**src/rtl/data_memory_writer_pkg.sv**
```systemverilog
// Shared definitions for the store path: width codes (common with the load
// read unit), SRAM size codes and the store buffer entry layout.
package data_memory_writer_pkg;

    localparam logic [1:0] MEM_WIDTH1 = 2'd0;
    localparam logic [1:0] MEM_WIDTH2 = 2'd1;
    localparam logic [1:0] MEM_WIDTH4 = 2'd2;

    localparam logic [1:0] SIZE_BYTE = 2'd0;
    localparam logic [1:0] SIZE_HALF = 2'd1;
    localparam logic [1:0] SIZE_WORD = 2'd2;

    typedef struct packed {
        logic [31:0] addr;
        logic [1:0]  size;
        logic [3:0]  wstrb;
        logic [31:0] wdata;
    } store_entry_t;

endpackage

```
**src/rtl/data_memory_writer_store_formatter.sv**
```systemverilog
// Turns a right-aligned store into SRAM form: size code, byte-lane strobes,
// lane-replicated data and an address-error flag.
module data_memory_writer_store_formatter
    import data_memory_writer_pkg::*;
(
    input  logic [1:0]  width,
    input  logic [1:0]  addr_lo,
    input  logic [31:0] data,
    output logic [1:0]  size,
    output logic [3:0]  wstrb,
    output logic [31:0] wdata,
    output logic        misaligned
);

    always_comb begin
        // NOTE: every output gets a default first, so no path through the case infers a latch.
        size       = SIZE_WORD;
        wstrb      = 4'b1111;
        wdata      = data;
        misaligned = (addr_lo != 2'b00);
        case (width)
            MEM_WIDTH1: begin
                size       = SIZE_BYTE;
                wstrb      = 4'b0001 << addr_lo;
                wdata      = {4{data[7:0]}};
                misaligned = 1'b0;
            end
            MEM_WIDTH2: begin
                size       = SIZE_HALF;
                wstrb      = addr_lo[1] ? 4'b1100 : 4'b0011;
                wdata      = {2{data[15:0]}};
                misaligned = addr_lo[0];
            end
            default: ;  // word, and any unknown encoding handled as a word
        endcase
    end

endmodule

```
**src/rtl/data_memory_writer.sv**
```systemverilog
// In-order store buffer feeding the data_sram write handshake, with an
// outstanding-write limit and a drained flag for load ordering.
module data_memory_writer
    import data_memory_writer_pkg::*;
#(
    parameter int DEPTH   = 2,
    parameter int MAX_OUT = 2
) (
    input  logic        clk,
    input  logic        resetn,
    input  logic        st_valid,
    output logic        st_ready,
    input  logic [1:0]  st_width,
    input  logic [31:0] st_addr,
    input  logic [31:0] st_data,
    output logic        st_misaligned,
    output logic        data_sram_req,
    output logic        data_sram_wr,
    output logic [1:0]  data_sram_size,
    output logic [31:0] data_sram_addr,
    output logic [3:0]  data_sram_wstrb,
    output logic [31:0] data_sram_wdata,
    input  logic        data_sram_addr_ok,
    input  logic        data_sram_data_ok,
    output logic        drained
);

    localparam int PTR_W = (DEPTH > 1) ? $clog2(DEPTH) : 1;
    localparam int CNT_W = $clog2(DEPTH + 1);
    localparam int OUT_W = $clog2(MAX_OUT + 1);
    localparam logic [CNT_W-1:0] DEPTH_C   = CNT_W'(DEPTH);
    localparam logic [OUT_W-1:0] MAX_OUT_C = OUT_W'(MAX_OUT);

    store_entry_t     mem_q [DEPTH];
    store_entry_t     mem_d [DEPTH];
    logic [PTR_W-1:0] wr_ptr_q, wr_ptr_d;
    logic [PTR_W-1:0] rd_ptr_q, rd_ptr_d;
    logic [CNT_W-1:0] count_q, count_d;
    logic [OUT_W-1:0] out_q, out_d;

    store_entry_t fmt_entry;
    store_entry_t head;
    logic         fmt_misaligned;
    logic         push;
    logic         pop;
    logic         ack;

    data_memory_writer_store_formatter u_store_formatter (
        .width      (st_width),
        .addr_lo    (st_addr[1:0]),
        .data       (st_data),
        .size       (fmt_entry.size),
        .wstrb      (fmt_entry.wstrb),
        .wdata      (fmt_entry.wdata),
        .misaligned (fmt_misaligned)
    );
    assign fmt_entry.addr = st_addr;

    // Ready and req come only from registered state; addr_ok never feeds st_ready.
    assign st_ready      = (count_q < DEPTH_C);
    assign st_misaligned = st_valid & fmt_misaligned;
    assign push          = st_valid & st_ready & ~fmt_misaligned;

    assign head            = mem_q[rd_ptr_q];
    assign data_sram_req   = (count_q != '0) && (out_q < MAX_OUT_C);
    assign data_sram_wr    = data_sram_req;
    assign data_sram_addr  = head.addr;
    assign data_sram_size  = head.size;
    assign data_sram_wstrb = head.wstrb;
    assign data_sram_wdata = head.wdata;
    assign pop             = data_sram_req & data_sram_addr_ok;
    // A data_ok with nothing in flight (e.g. left over from before a reset) is dropped.
    assign ack             = data_sram_data_ok && (out_q != '0);
    assign drained         = (count_q == '0) && (out_q == '0);

    always_comb begin
        // NOTE: always_comb uses blocking '=' so later lines see earlier updates; flops below use '<='.
        mem_d    = mem_q;
        wr_ptr_d = wr_ptr_q;
        rd_ptr_d = rd_ptr_q;
        count_d  = count_q;
        out_d    = out_q;
        if (push) begin
            mem_d[wr_ptr_q] = fmt_entry;
            wr_ptr_d        = wr_ptr_q + PTR_W'(1);
        end
        if (pop) begin
            rd_ptr_d = rd_ptr_q + PTR_W'(1);
        end
        case ({push, pop})
            2'b10:   count_d = count_q + CNT_W'(1);
            2'b01:   count_d = count_q - CNT_W'(1);
            default: ;
        endcase
        case ({pop, ack})
            2'b10:   out_d = out_q + OUT_W'(1);
            2'b01:   out_d = out_q - OUT_W'(1);
            default: ;
        endcase
    end

    always_ff @(posedge clk or negedge resetn) begin
        if (!resetn) begin
            wr_ptr_q <= '0;
            rd_ptr_q <= '0;
            count_q  <= '0;
            out_q    <= '0;
        end else begin
            wr_ptr_q <= wr_ptr_d;
            rd_ptr_q <= rd_ptr_d;
            count_q  <= count_d;
            out_q    <= out_d;
        end
    end

    // NOTE: entry storage is not reset; count_q guards every read, so stale contents are never used.
    always_ff @(posedge clk) begin
        mem_q <= mem_d;
    end

endmodule

```
**config.mk**
```make
export PLATFORM = sky130hd
export DESIGN_NAME = data_memory_writer
export DESIGN_NICKNAME = d
export VERILOG_FILES = /design/src/rtl/data_memory_writer_pkg.sv /design/src/rtl/data_memory_writer_store_formatter.sv /design/src/rtl/data_memory_writer.sv
export SDC_FILE = /design/constraint.sdc
export NUM_CORES = 1
export LEC_CHECK = 0
export ABC_AREA = 1
export CORE_MARGIN = 4
export CORE_UTILIZATION = 40
export DETAILED_ROUTE_END_ITERATION = 16
export PLACE_DENSITY_LB_ADDON = 0.25
export SYNTH_ARGS = -nofsm -noshare
export SYNTH_HDL_FRONTEND = slang
export SYNTH_SLANG_ARGS = --single-unit
export TNS_END_PERCENT = 10
```
**constraint.sdc**
```tcl
create_clock -name clk -period 5.05 [get_ports clk]
set_clock_uncertainty 0.2 [all_clocks]
set_input_delay 1.01 -clock clk [delete_from_list [all_inputs] [get_ports clk]]
set_output_delay 1.01 -clock clk [all_outputs]
set_load 0.005 [all_outputs]
```
==> results of run 1 <==
==> worst reg2reg max path: stages, from the launching register on <==
cell and delay (ns):
dfrtp_1 0.41, nor2_1 0.25, nand3_1 0.16, inv_2 0.54, buf_12 0.35
==> flip-flops by register name, indices dropped and copies added (netlist names) <==
name and cells:
mem_q 140, out_q 2, rd_ptr_q 1, wr_ptr_q 1, count_q 2
==> area by class of cell <==
cell class | instances | area, um2
Timing Repair Buffer | 151 | 1510
Fill cell | 1237 | 6370
Sequential cell | 146 | 4360
Tap cell | 184 | 230
Multi-Input combinational cell | 312 | 1370
Inverter | 21 | 81.3
Clock buffer | 19 | 433
Clock inverter | 13 | 190
==> layer usage <==
layer  vias to the layer above  GRT usage, %  routed length [um]
met5                         -             0                   0
li1                       1962             -                   -
met3                         6          5.89                 987
met2                       141          24.8                6140
met1                      1897          21.3                5990
met4                         0          4.71                  93
==> placed cells by master, fill, tap and decap left out, drive strengths merged, types with 5 or more instances in the layout <==
cell / instances
clkdlybuf4s50: 145
clkbuf: 19
edfxtp: 140
o211ai: 7
o21ai: 11
clkinv: 7
nor2: 8
nand2: 271
buf: 6
dfrtp: 6
inv: 21
bufinv: 5
==> cells by family (layout without fill, tap and decap cells) <==
kind of cell               count (synthesis)  in the layout  share of synthesized area [%]
AOI/OAI and AO/OA                         19             19                           2.56
xor gates and xnor gates                   2              2                          0.296
DFF                                      146            146                           73.6
and+or+nand+nor                          289            289                           19.7
adders and majority gates                  2              2                          0.423
buffers and inverters                     42            204                           3.47
==> where the power goes <==
group	total, uW	switching (uW)	internal [uW]
registers	1560	51.2	1510
clock network	1320	457	867
logic	1340	676	665
==> per-stage QoR <==
stage	hold slack (ns)	instances	worst slack [ns]	power, uW
after floorplan	0.241	500	0.0238	2180
after global placement	0.261	814	1.29	2930
after detailed placement	0.264	814	1.27	2950
after CTS	0.278	846	1.18	4270
after global routing	0.282	846	1.04	4460
final	0.276	846	1.24	4220
==> path summary, 6_finish.rpt <==
path                            startpoint                 end  slack (ns)
worst max-delay path              rd_ptr_q  data_sram_addr[14]        1.24
worst min-delay path              wr_ptr_q            wr_ptr_q        0.28
worst max register to register  count_q[1]          mem_q[107]        2.81
worst min register to register    wr_ptr_q            wr_ptr_q        0.28
max in group asynchronous           resetn            rd_ptr_q        3.76
min in group asynchronous           resetn            out_q[1]        0.65
==> metrics.txt, run 1 <==
Final Instance Area=0.00816 mm2; setup TNS=0 ns; 1st-pass router iterations=4; Synth Register Bits=146; Post-DRT Antenna Nets=0; DRC violation count after routing=0; Cells after Synth=500; RSZ-0062 raised after global routing=no; P&R area growth vs syn=38.0%; final hold viol count=0; area share of the largest cell type after synthesis=a little under three quarters; Die Y=130 um; worst endpoint required time=roughly 3.8 ns; Arr. time, crit path=about 2.6 ns; top post-synthesis cells by area=edfxtp_1, nand2_1, dfrtp_1; minimum clock period=about 3.8 ns; Net Count, Synth=~570; placed instance area=about 0.0075 mm2; CP Cell Sequence=inv_2 > buf_4 > nand2_1 > nand2_1 > clkdlybuf4s50_1; Pins Over Slew Limit=0; hold crit path type=reg2reg; largest net degree at the start of global routing=approximately 70; WS Path Type=reg2out; CTS tree=yes; Post-CTS Setup Repair Bufs=0; io pins=approximately 150; total gr overflow=0; num rows=between 40 and 50; CP endpoint kind=output pin; CP max stage cell=inv_2; synth warn=0; Detail Placement HPWL=roughly 8600 um; worst reg2reg path depth=4; WL/cell=roughly 16 um; Clock Tree Root=clkbuf_16; TritonCTS Sinks=around 150; Synth cell types=27; FFs w/ async S/R, synth=slightly above 4%; Initial Util=around two fifths; drt first-iter violations=223; top cell family by delay on the critical path=buffers and inverters; CTS resizes=0; vias in the first global route=3946; gr usage total=approximately 16%; CP max FO=just under 50; CTS Buffer Depth=2; Max Cap Viol=0; static leakage=between 0.003 and 0.004 uW; die extent in x=130 um; final wirelength=around 13000 um; Post-Synthesis Cell Area=0.00592 mm2; Worst-Skew Late Latency=around 0.41 ns; status=finished, final reports clean; most common cell in the netlist=nand2_1; core box area=around 0.015 mm2; vias=4006; antenna violations before repair=0; Syn Area/Cell=between 10 and 15 um2; Synth area leader=edfxtp_1; die area=0.0168 mm2; Relative slew margins=roughly two fifths; final setup fails=0; most used cell along the critical path=nand2_1; Buf/Inv on CP=3; power density over the cells=between 500 and 600 mW/mm2; Final #Nets=between 700 and 800; pin slew with the least headroom to its limit=0.924 ns; slowest cell delay on critical path=approximately 0.67 ns; crit start category=flip-flop; H-tree levels=4; CTS Hold Bufs=0; most frequent cells after synthesis=nand2_1, edfxtp_1, inv_1; CTS Buf Count=17; fraction of layout cells with a size suffix above 1=under 10%; number of synthesized flops with an enable pin=140; Clock Pin Slew Worst Setup and Hold Paths=~0.06 ns; ys flop type=edfxtp_1; hold path depth=2; Crit path depth=5; final core occ=about 56%; Port-buffer cells=~150; Max Fclk=between 200 and 300 MHz; GPL Wtd Cong=0.748; final cycle utilization of the critical path=75.4%; Antenna diodes=0; first-pass GRT wire length=about 20000 um; Via-to-Cell Ratio=roughly 4.7; post-synthesis sequential area ratio=roughly 74%; Peak VDD IR=between 0.2 and 0.3 mV
Note: power is estimated with default switching activity, not from simulation.
==> run 2, diff against run 1 <==
- clock period: 5.05 -> 3.2 ns (I/O delays scaled with it)
==> run 2 against run 1 <==
  * Cell area shrank 0.11%
  * Hold slack worse by 0.0048 ns
  * Register-to-register slack got worse by 1.5 ns
  * Critical endpoint is now data_sram_wdata[25]
  * Largest power group unchanged
==> metrics.txt, run 2 (synthesis results as in run 1) <==
largest net degree at the start of global routing=72 (unchanged); crit path from=rd_ptr_q; Max Fclk=around 340 MHz; CTS resizes=0 (unchanged); Die Y=130 um (unchanged); DP Cell Count=817 (+0.37%); CP max stage cell=clkdlybuf4s50_1; io pins=146 (unchanged); clock power share=28.5% (-2.9 points); drt first-iter violations=220 (-1.3%); final cycle utilization of the critical path=between 90% and 100%; Pins Over Slew Limit=0 (unchanged); die extent in x=130 um (unchanged); CTS Buffer Depth=2 (unchanged); most frequent cells in the layout=nand2_1, clkdlybuf4s50_1, edfxtp_1; Arr. time, crit path=2.10 ns (-0.50 ns); met1 WL=5610 um (-6.3%); most used cell along the critical path=nand2_1; power density over the cells=791 mW/mm2 (+53%); Peak VDD IR=0.368 mV (+33%); CP endpoint kind=output pin; num rows=44 (unchanged); Antenna diodes=0 (unchanged); Max Cap Viol=0 (unchanged); Worst-Skew Late Latency=0.41 ns (about the same); Logic pwr share=33.4% (+1.6 points); Relative slew margins=62.3% (+24 points); met2 wire len=6190 um (+0.67%); die area=0.0168 mm2 (unchanged); Initial Util=40.7% (unchanged); CTS tree=yes; part of the power in registers=38.1% (+1.2 points); NetSw=1870 uW (+58%); first-pass GRT wire length=20600 um (+2.4%); reg2reg start=count_q[1]; minimum clock period=between 2 and 3 ns; core box area=0.0145 mm2 (unchanged); Detail Placement HPWL=8610 um (+0.22%); CP endpoint=data_sram_wdata[25]; Clock Tree Root=clkbuf_16; Post-DRT Antenna Nets=0 (unchanged); Port-buffer cells=145 (unchanged); CTS Hold Bufs=0 (unchanged); status=finished, final reports clean; WL/cell=15.6 um (-0.25%); top flop regs=mem_q x140, count_q x2, out_q x2; P&R area growth vs syn=37.8%; top cell family by delay on the critical path=buffers and inverters; post-route insts no fill=849 (+0.35%); GPL Wtd Cong=0.809 (+8.1%); total gr overflow=0 (unchanged); Largest Register=mem_q; DR top layer=met4; hold crit path type=in2async; final setup fails=0 (unchanged); worst r2r dst=mem_q[22]; Post-CTS Setup Repair Bufs=0 (unchanged); CTS Buf Count=17 (unchanged); vias=3997 (-0.22%); Clock Pin Slew Worst Setup and Hold Paths=0.06 ns (about the same); slowest cell delay on critical path=0.52 ns (-0.15 ns); Via-to-Cell Ratio=4.71 (-0.58%); antenna violations before repair=0 (unchanged); gr usage total=16.3% (+0.28 points); worst endpoint required time=2.36 ns (-1.48 ns); H-tree levels=4 (unchanged); RSZ-0062 raised after global routing=no; routed wl met3=1190 um (+20%); Internal=4580 uW (+51%); CP Cell Sequence=inv_2 > buf_12 > nand2_1 > nand2_1 > clkdlybuf4s50_1; flop2flop setup slack=1.28 ns (-1.53 ns); DRC violation count after routing=0 (unchanged); Sw Ratio=29.0% (+1.0 points); final hold viol count=0 (unchanged); Buf/Inv on CP=3 (unchanged); TritonCTS Sinks=146 (unchanged); WS Path Type=reg2out; most common cell after layout, fill and taps aside=nand2_1; max reg flops=140 (unchanged); vias in the first global route=4083 (+3.5%); setup TNS=0 ns (unchanged); pin slew with the least headroom to its limit=0.565 ns (-0.358 ns); final core occ=56.1% (-0.060 points); static leakage=0.00325 uW (-0.27%); crit start category=flip-flop; 1st-pass router iterations=4 (unchanged); fraction of layout cells with a size suffix above 1=9.32% (+0.56 points); worst reg2reg path depth=4 (unchanged); Final #Nets=725 (+0.42%); Crit path depth=5 (unchanged); # fillers=1235 (-0.16%); CP max FO=60 (+22%); final wirelength=13200 um (+0.11%)
## run 2: cell types whose count changed in the layout (fill, tap and decap cells not counted)
cell,delta
buf_12,+3
buf_4,-1
buf_6,+1
bufinv_16,-3
clkbuf_1,-1
clkinv_2,+3
clkinv_4,-1
clkinvlp_4,+2
## run 2: how the worst min path moves through the flow
stage / startpoint / to / slack, ns / cells past startpoint
global placement: wr_ptr_q / wr_ptr_q / 0.26 / 2
finish: resetn / out_q[1] / 0.27 / 1
floorplan: resetn / count_q[0] / 0.14 / 0
global route: resetn / out_q[1] / 0.28 / 1
detailed placement: wr_ptr_q / wr_ptr_q / 0.27 / 2
CTS: resetn / out_q[1] / 0.26 / 1
## run 2: cell type report
type / instances / area [um2] / area share, %
timing repair buffer: 154 / 1570 / 19.3
sequential: 146 / 4360 / 53.4
clock buffer: 18 / 429 / 5.26
clock inverter: 14 / 121 / 1.49
tap: 184 / 230 / 2.82
inverter: 21 / 81.3 / 0.997
multi-input combinational: 312 / 1370 / 16.7
## run 2: stage by stage
stage / total power, uW / setup slack, ns / cell area [um2] / hold WS (ns)
2_1_floorplan: 3440 / 0.141 / 5920 / 0.144
3_3_place_gp: 4650 / 0.274 / 7600 / 0.262
3_5_place_dp: 4680 / 0.277 / 7600 / 0.271
4_1_cts: 6530 / 0.105 / 8150 / 0.259
5_1_grt: 6830 / 0.109 / 8160 / 0.281
6_report: 6450 / 0.264 / 8160 / 0.271
## run 2: layer usage
layer | GRT usage (%) | vias to the layer above
li1 | - | 1962
met1 | 20.1 | 1872
met2 | 26.3 | 142
met3 | 5.61 | 21
met4 | 6.66 | 0
met5 | 0 | -
## run 2: power by group through the flow
stage	Combinational, uW	Sequential, uW	Clock (uW)
finish	2150	2460	1840
global route	2380	2490	1960
CTS	2190	2460	1880
detailed placement	2180	2500	0
global placement	2160	2490	0
floorplan	953	2490	0
==> run 3, diff against run 2 <==
- RECOVER_POWER: unset -> 50
==> run 3 against run 2 <==
  * Maximum frequency shrank 1.6%
  * Combinational power fell by 2%
  * Hold slack better by 0.021 ns
  * Critical endpoint is now st_misaligned
==> metrics.txt, run 3 (synthesis results as in run 1) <==
DP Cell Count=817 (unchanged); power density over the cells=794 mW/mm2 (+0.29%); final cycle utilization of the critical path=93.3% (+1.5 points); GPL Wtd Cong=0.809 (unchanged); first-pass GRT wire length=20600 um (unchanged); antenna violations before repair=4 (+4); Detail Placement HPWL=8610 um (unchanged); vias in the first global route=4083 (unchanged); Final #Nets=725 (unchanged); io pins=146 (unchanged); Place WS=0.277 ns (unchanged); pin slew with the least headroom to its limit=0.985 ns (+0.419 ns); setup TNS=0 ns (unchanged); Port-buffer cells=145 (unchanged); drt first-iter violations=223 (+1.4%); Post-CTS Setup Repair Bufs=0 (unchanged); Max Cap Viol=0 (unchanged); CP max stage cell=dlygate4sd3_1; core box area=0.0145 mm2 (unchanged); Sw Ratio=29.0% (about the same); Max Fclk=335 MHz (-1.6%); Peak VDD IR=0.367 mV (about the same); Post-DRT Antenna Nets=0 (unchanged); top flop regs=mem_q x140, count_q x2, out_q x2; most common cell after layout, fill and taps aside=nand2_1; RSZ-0062 raised after global routing=no; Pins Over Slew Limit=0 (unchanged); vias=3991 (-0.15%); NetSw=1860 uW (-0.70%); status=finished, final reports clean; max reg flops=140 (unchanged); final wirelength=13200 um (-0.18%); WS Path Type=in2out; final worst setup slack=0.215 ns (-0.0492 ns); # fillers=1248 (+1.1%); gr usage total=16.3% (unchanged); 1st-pass router iterations=4 (unchanged); Final Instance Area=0.00808 mm2 (-0.97%); Relative slew margins=34.4% (-28 points); post-route insts no fill=850 (+0.12%); Clock Tree Root=clkbuf_16; hold crit path type=reg2reg; CP max FO=5 (-92%); CP Cell Sequence=dlygate4sd3_1 > nand2_2 > nand2_1 > nand2_1 > nor2_1 > clkdlybuf4s50_1; final setup fails=0 (unchanged); largest net degree at the start of global routing=72 (unchanged); Internal=4550 uW (-0.66%); num rows=44 (unchanged); minimum clock period=2.99 ns (+0.0492 ns); placed instance area=0.00760 mm2 (unchanged); total gr overflow=0 (unchanged); TritonCTS Sinks=146 (unchanged); fraction of layout cells with a size suffix above 1=8.27% (-1.1 points); clock power share=28.7% (+0.2 points); crit start category=input pin; Die Y=130 um (unchanged); die area=0.0168 mm2 (unchanged); WL/cell=15.5 um (-0.30%); CTS Buffer Depth=2 (unchanged); most frequent cells in the layout=nand2_1, edfxtp_1, clkdlybuf4s50_1; most used cell along the critical path=nand2_1; CTS Buf Count=17 (unchanged); H-tree levels=4 (unchanged); CTS tree=yes; top cell family by delay on the critical path=buffers and inverters; CP endpoint kind=output pin; part of the power in registers=38.5% (+0.4 points); Via-to-Cell Ratio=4.70 (-0.27%); slowest cell delay on critical path=0.68 ns (+0.16 ns); Worst-Skew Late Latency=0.41 ns (about the same); Initial Util=40.7% (unchanged); Largest Register=mem_q; DRC violation count after routing=0 (unchanged); die extent in x=130 um (unchanged); final hold viol count=0 (unchanged); Logic pwr share=32.8% (-0.6 points); worst endpoint required time=2.36 ns (about the same); Buf/Inv on CP=2 (-1); static leakage=0.00323 uW (-0.47%); P&R area growth vs syn=36.5%; Clock Pin Slew Worst Setup and Hold Paths=0.06 ns (about the same); Arr. time, crit path=2.15 ns (+0.05 ns)
[run 3: changes by cell type in the layout (fill, tap and decap cells not counted), sizes merged]
| cell | delta |
|---|---|
| buf | -4 |
| diode | +1 |
| dlygate4sd3 | +43 |
| clkdlybuf4s50 | -43 |
| clkbuf | +4 |
[run 3: power by group through the flow]
stage | Combinational [uW] | Sequential, uW | Clock, uW
floorplan | 953 | 2490 | 0
global placement | 2160 | 2490 | 0
detailed placement | 2180 | 2500 | 0
CTS | 2190 | 2460 | 1880
global route | 2330 | 2490 | 1960
finish | 2100 | 2470 | 1840
[run 3: layer usage]
metal | track usage (%) | vias up | share of wire (%)
li1 | - | 1965 | -
met1 | 20.1 | 1861 | 43
met2 | 26.3 | 132 | 46
met3 | 5.61 | 27 | 8.0
met4 | 6.66 | 6 | 1.9
met5 | 0 | - | 0.30
[run 3: metrics by stage]
stage               hold WS, ns  power (uW)  utilization [%]
finish                    0.292        6410             55.6
global route              0.301        6790             55.6
global placement          0.262        4650             52.3
CTS                       0.259        6530             56.1
floorplan                 0.144        3440                -
detailed placement        0.271        4680             52.3
[run 3: final timing paths]
path / from / to / slack [ns] / cells after the start
max in group asynchronous: resetn / rd_ptr_q / 2.22 / 1
min in group asynchronous: resetn / out_q[1] / 0.34 / 1
setup / recovery: st_width[1] / st_misaligned / 0.21 / 6
hold reg to reg: wr_ptr_q / wr_ptr_q / 0.29 / 2
hold / removal: wr_ptr_q / wr_ptr_q / 0.29 / 2
setup reg to reg: count_q[1] / mem_q[68] / 0.96 / 4
[run 3: layout make-up]
class | instances | area (um2) | share of cell area (%)
well taps | 184 | 230 | 2.85
clock buffers | 18 | 429 | 5.31
clock inverters | 14 | 121 | 1.50
diodes | 1 | 2.50 | 0.0310
flip-flops and latches | 146 | 4360 | 53.9
inverters | 21 | 81.3 | 1.01
repair buffers | 154 | 1520 | 18.9
multi-input cells | 312 | 1330 | 16.5
[run 3: repair_timing]
action                                  in CTS  in global routing
resized for setup                            0                  1
hold buffers                                 0                  0
endpoints found under the setup margin       0                  1
[run 3: tightest hold or removal path, cell delays in order, from the launching register on]
cell     delay (ns)
dfrtp_1        0.35
nand2_1        0.06
nand2_1        0.05
